==> config.mk <==
export PLATFORM = sky130hd
export DESIGN_NAME = spike_event_packer
export DESIGN_NICKNAME = d
export VERILOG_FILES = /design/src/rtl/spike_pkg.sv /design/src/rtl/event_fifo.sv /design/src/rtl/spike_event_packer.sv
export SDC_FILE = /design/constraint.sdc
export NUM_CORES = 1
export LEC_CHECK = 0
export BUFFER_PORTS_ARGS = -buffer_cell sky130_fd_sc_hd__buf_4
export CORE_MARGIN = 1.5
export CORE_UTILIZATION = 60
export DETAILED_ROUTE_END_ITERATION = 16
export PLACE_DENSITY = 0.77
export SKIP_CTS_REPAIR_TIMING = 1
export SLEW_MARGIN = 40
export SYNTH_ARGS = -nofsm -noshare
export SYNTH_HDL_FRONTEND = slang
export SYNTH_HIERARCHICAL = 1
export SYNTH_SLANG_ARGS = --single-unit
==> constraint.sdc <==
create_clock -name i_clk -period 7.6 [get_ports i_clk]
set_input_delay 0.38 -clock i_clk [delete_from_list [all_inputs] [get_ports i_clk]]
set_output_delay 0.38 -clock i_clk [all_outputs]
set_load 0.02 [all_outputs]
==> src/rtl/spike_pkg.sv <==
// Shared definitions for the spike event path: default widths, event word layout
// and refractory FSM states.
package spike_pkg;

  localparam int unsigned DefTsWidth = 24;
  localparam int unsigned DefChWidth = 4;

  // Event word: channel ID in the MSBs, timestamp in the LSBs.
  localparam int unsigned EvTsLsb = 0;

  typedef enum logic [0:0] {
    StArmed,
    StRefract
  } state_e;

  function automatic int unsigned ev_ch_lsb(input int unsigned ts_width);
    return ts_width;
  endfunction

endpackage

==> src/rtl/event_fifo.sv <==
// Synchronous FIFO with registered pointers; a push on a full FIFO is taken only
// when a pop happens in the same cycle.
module event_fifo #(
  parameter int unsigned WIDTH = 28,
  parameter int unsigned DEPTH = 8
) (
  input  logic                     i_clk,
  input  logic                     i_rst,
  input  logic                     i_push,
  input  logic [WIDTH-1:0]         i_data,
  input  logic                     i_pop,
  output logic [WIDTH-1:0]         o_data,
  output logic                     o_full,
  output logic                     o_empty,
  output logic [$clog2(DEPTH):0]   o_count
);

  localparam int unsigned AW = $clog2(DEPTH);
  localparam logic [AW:0] FullCount = DEPTH[AW:0];

  logic [WIDTH-1:0] r_mem [DEPTH];
  logic [AW-1:0]    r_wr_ptr;
  logic [AW-1:0]    r_rd_ptr;
  logic [AW:0]      r_count;
  logic             w_do_push;
  logic             w_do_pop;

  assign o_full    = (r_count == FullCount);
  assign o_empty   = (r_count == '0);
  assign o_count   = r_count;
  assign o_data    = r_mem[r_rd_ptr];
  assign w_do_pop  = i_pop & ~o_empty;
  assign w_do_push = i_push & (~o_full | w_do_pop);

  always_ff @(posedge i_clk) begin
    if (i_rst) begin
      r_wr_ptr <= '0;
      r_rd_ptr <= '0;
      r_count  <= '0;
    end else begin
      if (w_do_push) begin
        r_mem[r_wr_ptr] <= i_data;
        r_wr_ptr        <= r_wr_ptr + 1'b1;
      end
      if (w_do_pop) begin
        r_rd_ptr <= r_rd_ptr + 1'b1;
      end
      unique case ({w_do_push, w_do_pop})
        2'b10:   r_count <= r_count + 1'b1;
        2'b01:   r_count <= r_count - 1'b1;
        default: r_count <= r_count;
      endcase
    end
  end

endmodule

==> src/rtl/spike_event_packer.sv <==
// Turns the per-sample spike level into timestamped events with a refractory
// window, buffers them and streams them out over valid/ready.
module spike_event_packer
  import spike_pkg::*;
#(
  parameter int unsigned TS_WIDTH   = DefTsWidth,
  parameter int unsigned CH_WIDTH   = DefChWidth,
  parameter int unsigned CHANNEL_ID = 0,
  parameter int unsigned REFRACTORY = 30,
  parameter int unsigned FIFO_DEPTH = 8,
  parameter int unsigned CNT_WIDTH  = 16
) (
  input  logic                         i_clk,
  input  logic                         i_rst,
  input  logic                         i_sample_en,
  input  logic                         i_spike_in,
  output logic                         o_ev_valid,
  input  logic                         i_ev_ready,
  output logic [CH_WIDTH+TS_WIDTH-1:0] o_ev_data,
  output logic                         o_overflow,
  output logic [CNT_WIDTH-1:0]         o_event_count,
  output logic [CNT_WIDTH-1:0]         o_drop_count
);

  localparam int unsigned EvWidth  = CH_WIDTH + TS_WIDTH;
  localparam int unsigned EvChLsb  = ev_ch_lsb(TS_WIDTH);
  localparam int unsigned FifoCntW = $clog2(FIFO_DEPTH) + 1;
  localparam int unsigned RcntW    = (REFRACTORY > 1) ? $clog2(REFRACTORY) : 1;
  localparam logic [RcntW-1:0]     RcntLoad = RcntW'((REFRACTORY > 0) ? REFRACTORY - 1 : 0);
  localparam logic [CNT_WIDTH-1:0] CntMax   = '1;

  state_e               r_state;
  state_e               w_state_d;
  logic [RcntW-1:0]     r_rcnt;
  logic [RcntW-1:0]     w_rcnt_d;
  logic [TS_WIDTH-1:0]  r_ts;
  logic                 r_prev_spike;
  logic                 r_overflow;
  logic [CNT_WIDTH-1:0] r_event_count;
  logic [CNT_WIDTH-1:0] r_drop_count;

  logic                 w_cand;
  logic                 w_accept;
  logic                 w_pop;
  logic                 w_push;
  logic                 w_drop;
  logic [EvWidth-1:0]   w_ev_word;
  logic [EvWidth-1:0]   w_fifo_data;
  logic                 w_fifo_full;
  logic                 w_fifo_empty;
  logic [FifoCntW-1:0]  w_fifo_count;

  assign w_cand = i_sample_en & i_spike_in & ~r_prev_spike;

  always_ff @(posedge i_clk) begin
    if (i_rst) begin
      r_state <= StArmed;
      r_rcnt  <= '0;
    end else begin
      r_state <= w_state_d;
      r_rcnt  <= w_rcnt_d;
    end
  end

  // The window counts samples, so the FSM only moves on sample strobes.
  always_comb begin
    w_state_d = r_state;
    w_rcnt_d  = r_rcnt;
    w_accept  = 1'b0;
    if (i_sample_en) begin
      unique case (r_state)
        StArmed: begin
          if (w_cand) begin
            w_accept = 1'b1;
            if (REFRACTORY > 0) begin
              w_state_d = StRefract;
              w_rcnt_d  = RcntLoad;
            end
          end
        end
        StRefract: begin
          if (r_rcnt == '0) begin
            w_state_d = StArmed;
          end else begin
            w_rcnt_d = r_rcnt - 1'b1;
          end
        end
        default: w_state_d = StArmed;
      endcase
    end
  end

  always_comb begin
    w_ev_word = '0;
    w_ev_word[EvTsLsb +: TS_WIDTH] = r_ts;
    w_ev_word[EvChLsb +: CH_WIDTH] = CH_WIDTH'(CHANNEL_ID);
  end

  assign w_pop  = o_ev_valid & i_ev_ready;
  assign w_push = w_accept & (~w_fifo_full | w_pop);
  assign w_drop = w_accept & w_fifo_full & ~w_pop;

  always_ff @(posedge i_clk) begin
    if (i_rst) begin
      r_ts          <= '0;
      r_prev_spike  <= 1'b0;
      r_overflow    <= 1'b0;
      r_event_count <= '0;
      r_drop_count  <= '0;
    end else begin
      if (i_sample_en) begin
        r_ts         <= r_ts + 1'b1;
        r_prev_spike <= i_spike_in;
      end
      if (w_push && (r_event_count != CntMax)) begin
        r_event_count <= r_event_count + 1'b1;
      end
      if (w_drop) begin
        r_overflow <= 1'b1;
        if (r_drop_count != CntMax) begin
          r_drop_count <= r_drop_count + 1'b1;
        end
      end
    end
  end

  event_fifo #(
    .WIDTH (EvWidth),
    .DEPTH (FIFO_DEPTH)
  ) u_fifo (
    .i_clk   (i_clk),
    .i_rst   (i_rst),
    .i_push  (w_push),
    .i_data  (w_ev_word),
    .i_pop   (w_pop),
    .o_data  (w_fifo_data),
    .o_full  (w_fifo_full),
    .o_empty (w_fifo_empty),
    .o_count (w_fifo_count)
  );

  assign o_ev_valid    = (w_fifo_count != '0);
  assign o_ev_data     = w_fifo_empty ? '0 : w_fifo_data;
  assign o_overflow    = r_overflow;
  assign o_event_count = r_event_count;
  assign o_drop_count  = r_drop_count;

endmodule

==> summary.md <==
| Metric | Value |
|---|---|
| Switching power | `0.000780 W` |
| Worst vdd ir | `0.199 mV` |
| RSZ-0062 raised after global routing | `no` |
| Hold Violations, Final | `0` |
| Worst-case clock buffer depth | `3` |
| Critical-path cell list | `nor3_1 -> and2_1 -> nor2b_1 -> a211o_1 -> inv_4 -> or2_2 -> inv_1 -> ha_1 -> a21oi_1 -> nor4bb_1 -> o21bai_1 -> a31oi_1` |
| Data arrival, critical path | `3.88 ns` |
| Mean Syn Cell Area | `15.6 sq um` |
| H-tree Lvls | `1` |
| Post-synth ARST share | `0%` |
| Initial core utilization | `61.3%` |
| Run status | `finished, final reports clean` |
| Nets | `917` |
| Critical path's top delay family | `simple AND/OR/NAND/NOR gates` |
| Syn Inst Count | `797` |
| Antenna-violating nets left | `0` |
| Wire per inst | `20.7 microns` |
| Ys Warns | `6` |
| Max_cap viols | `0` |
| Final core occ | `70.9%` |
| DRC | `0` |
| Gpl congestion | `0.866` |
| Pwr Density | `244 nW/um^2` |
| Combinational share of power | `6.9%` |
| Vias in the first global route | `7350` |
| I/O pin total | `67` |
| CP Launch Point | `u_fifo/o_count[1]$_SDFFE_PP0P_` |
| Slew headroom | `45.4%` |
| Primary FF master, synth | `edfxtp_1` |
| Max Freq | `293 MHz` |
| Worst setup endpoint | `u_fifo/o_count[3]$_SDFFE_PP0P_` |
| Cell Int Power | `0.00273 W` |
| Startpoint Class | `register` |
| Initial antenna violation count | `0` |
| Crit path kind | `register to register` |
| Grt met3 use | `3.60%` |
| Worst path required time | `8.06 ns` |
| CTS buffer count | `30` |
| Critical path depth | `12` |
| Clk Latency, worst-skew pair | `0.55 ns` |
| Layout Skew | `0.0136 ns` |
| Slowest Stage Delay on Critical Path | `0.47 ns` |
| Largest net degree at the start of global routing | `81` |
| Starting DRT DRC Count | `421` |
| Clock slew at reported path FFs | `0.06 ns` |
| FF-to-FF setup slack | `4.18 ns` |
| Hold WC Path Type | `input pin to register` |
| CP max FO | `15` |
| Synth area leader | `edfxtp_1` |
| Setup TNS Final | `0 ns` |
| Core area | `20300 sq um` |
| Worst R2R End | `u_fifo/o_count[3]$_SDFFE_PP0P_` |
| Synth top area share | `54.0%` |
| Die height | `147 microns` |
| CTS root buffer | `clkbuf_16` |
| Non-filler cells, final | `1197` |
| GR Layer Usage met1 | `29.4%` |
| Num rows | `52` |
| Worst reg-to-reg path cell count | `12` |
| Most frequent cells after synthesis | `224 x edfxtp_1, 77 x dfxtp_1, 77 x nor2_1, 56 x mux4_2, 32 x nor2b_1` |
| I/O Buffers | `66` |
| Leak | `4.72 nW` |
| Area contributors post-synth | `edfxtp_1 54%, dfxtp_1 12%, mux4_2 10%, mux2_2 2.5%, nor2_1 2.3%` |
| Switching Share | `22.2%` |
| Tightest Pin Transition | `0.818 ns` |
| TritonCTS Sinks | `301` |
| Post-synth EDFFs | `224` |
| Die Wd | `147 microns` |
| Min Tclk post-route | `3.42 ns` |
| CTS tree | `built` |
| Area of the mapped netlist | `12500 sq um` |
| Die area | `21600 sq um` |
| Dpl cells | `1141` |
| Share of cells above drive strength 1 | `27.0%` |
| Worst Path Buf+Inv | `2` |
| Via density | `5.90` |
| Max-slew violation count | `0` |
| Clk pwr share | `42.5%` |
| Gr busiest metal | `met2` |
| Met2 Use GR | `42.3%` |
| Crit path max-delay cell type | `nor3_1` |
| ANT cells | `0` |
| Vias | `7067` |
| Pre-antenna DRT Iters | `4` |
| Crit end category | `register` |
| Reg power frac | `50.7%` |
| Final wirelength | `24.8 mm` |
| Gr usage total | `23.4%` |
| FF+latch count, synth | `301` |
| Most numerous cell in the Yosys netlist | `edfxtp_1` |
| Synth cell types | `61` |
| First-pass GRT wire length | `38.9 mm` |
| FF-to-FF Start | `u_fifo/o_count[1]$_SDFFE_PP0P_` |
| Overflow after GRT | `0` |
| Post-synthesis sequential area ratio | `66.4%` |
| Final Setup Violations | `0` |
| Dpl hpwl | `14.2 mm` |
| Fin crit share | `45.0%` |
| Syn-to-layout area delta | `15.6%` |
## kinds of logic after synthesis
logic type | after synthesis | synth area share (%)
DFF | 301 | 66.4
and+or+nand+nor | 255 | 11.4
muxes | 91 | 13.2
xor gates and xnor gates | 52 | 3.66
buffers and inverters | 46 | 1.91
AOI/OAI and AO/OA | 42 | 2.45
adders and majority gates | 9 | 0.965
other | 1 | 0.0301
## cell type report
cell class	count	area, sq um
Sequential cell	301	8270
Clock inverter	23	224
Tap cell	270	338
Multi-Input combinational cell	481	4100
Timing Repair Buffer	79	609
Fill cell	1291	5910
Inverter	10	40.0
Clock buffer	33	803
## tightest hold or removal path, delay by kind of cell
family | cells | cell delay, ns
AND/OR/NAND/NOR | 1 | 0.07
multiplexers | 1 | 0.07
buffers and inverters | 1 | 0.11
## per-layer routing
layer / vias to the layer above / routed length, microns
li1: 3234 / -
met1: 3557 / 9850
met2: 237 / 13100
met3: 39 / 1380
met4: 0 / 442
met5: - / 0
## how the worst min path moves through the flow
| stage | start | endpoint | cells after the start | slack, ns |
|---|---|---|---|---|
| after detailed placement | o_overflow$_SDFFE_PP0P_ | o_overflow$_SDFFE_PP0P_ | 2 | 0.44 |
| final | i_spike_in | r_prev_spike$_SDFFE_PP0P_ | 3 | 0.13 |
| after CTS | i_spike_in | r_prev_spike$_SDFFE_PP0P_ | 3 | 0.11 |
| after floorplan | r_rcnt[3]$_SDFFE_PP0P_ | r_rcnt[3]$_SDFFE_PP0P_ | 1 | 0.44 |
| after global routing | i_spike_in | r_prev_spike$_SDFFE_PP0P_ | 3 | 0.15 |
| after global placement | o_overflow$_SDFFE_PP0P_ | o_overflow$_SDFFE_PP0P_ | 2 | 0.44 |
## layout by cell type (no fill, tap or decap), types with 6 or more instances in the layout
| cell | n |
|---|---|
| mux4_2 | 56 |
| inv_1 | 9 |
| ha_1 | 8 |
| nor3_1 | 19 |
| mux2i_1 | 6 |
| dfxtp_1 | 75 |
| mux2_2 | 28 |
| and4_1 | 9 |
| nor2b_1 | 32 |
| buf_4 | 77 |
| nand3_1 | 17 |
| xnor2_1 | 31 |
| clkbuf_16 | 31 |
| nand4_1 | 18 |
| nor3_2 | 6 |
| conb_1 | 32 |
| clkinv_2 | 10 |
| o21ai_0 | 7 |
| edfxtp_1 | 224 |
| a21oi_1 | 12 |
| or3_1 | 7 |
| nand2_1 | 30 |
| nor2_1 | 72 |
| and3_1 | 7 |
| xor2_1 | 21 |
## power groups by stage
stage | sequential (W) | combinational [W] | clock, W
2_1_floorplan | 0.00181 | 0.000159 | 0
3_3_place_gp | 0.00181 | 0.000234 | 0
3_5_place_dp | 0.00182 | 0.000241 | 0
4_1_cts | 0.00178 | 0.000242 | 0.00152
5_1_grt | 0.00178 | 0.000257 | 0.00158
6_report | 0.00178 | 0.000241 | 0.00149
## per-stage QoR
step | setup WS (ns) | hold slack, ns | area [sq um] | power (W)
2_1_floorplan | 3.54 | 0.440 | 12600 | 0.00197
3_3_place_gp | 4.54 | 0.439 | 13300 | 0.00205
3_5_place_dp | 4.28 | 0.445 | 13400 | 0.00206
4_1_cts | 4.17 | 0.112 | 14400 | 0.00354
5_1_grt | 3.88 | 0.145 | 14400 | 0.00362
6_report | 4.18 | 0.129 | 14400 | 0.00351
## state kept, by name, summed over array words and instances, names as in the netlist, named ones only
signal / count
u_fifo/r_mem: 224
r_ts: 24
o_drop_count: 16
o_event_count: 16
r_rcnt: 5
u_fifo/o_count: 4
u_fifo/r_rd_ptr: 3
u_fifo/r_wr_ptr: 3
o_overflow: 1
r_prev_spike: 1
r_state: 1
No activity file was read; power rests on OpenSTA's default activity.
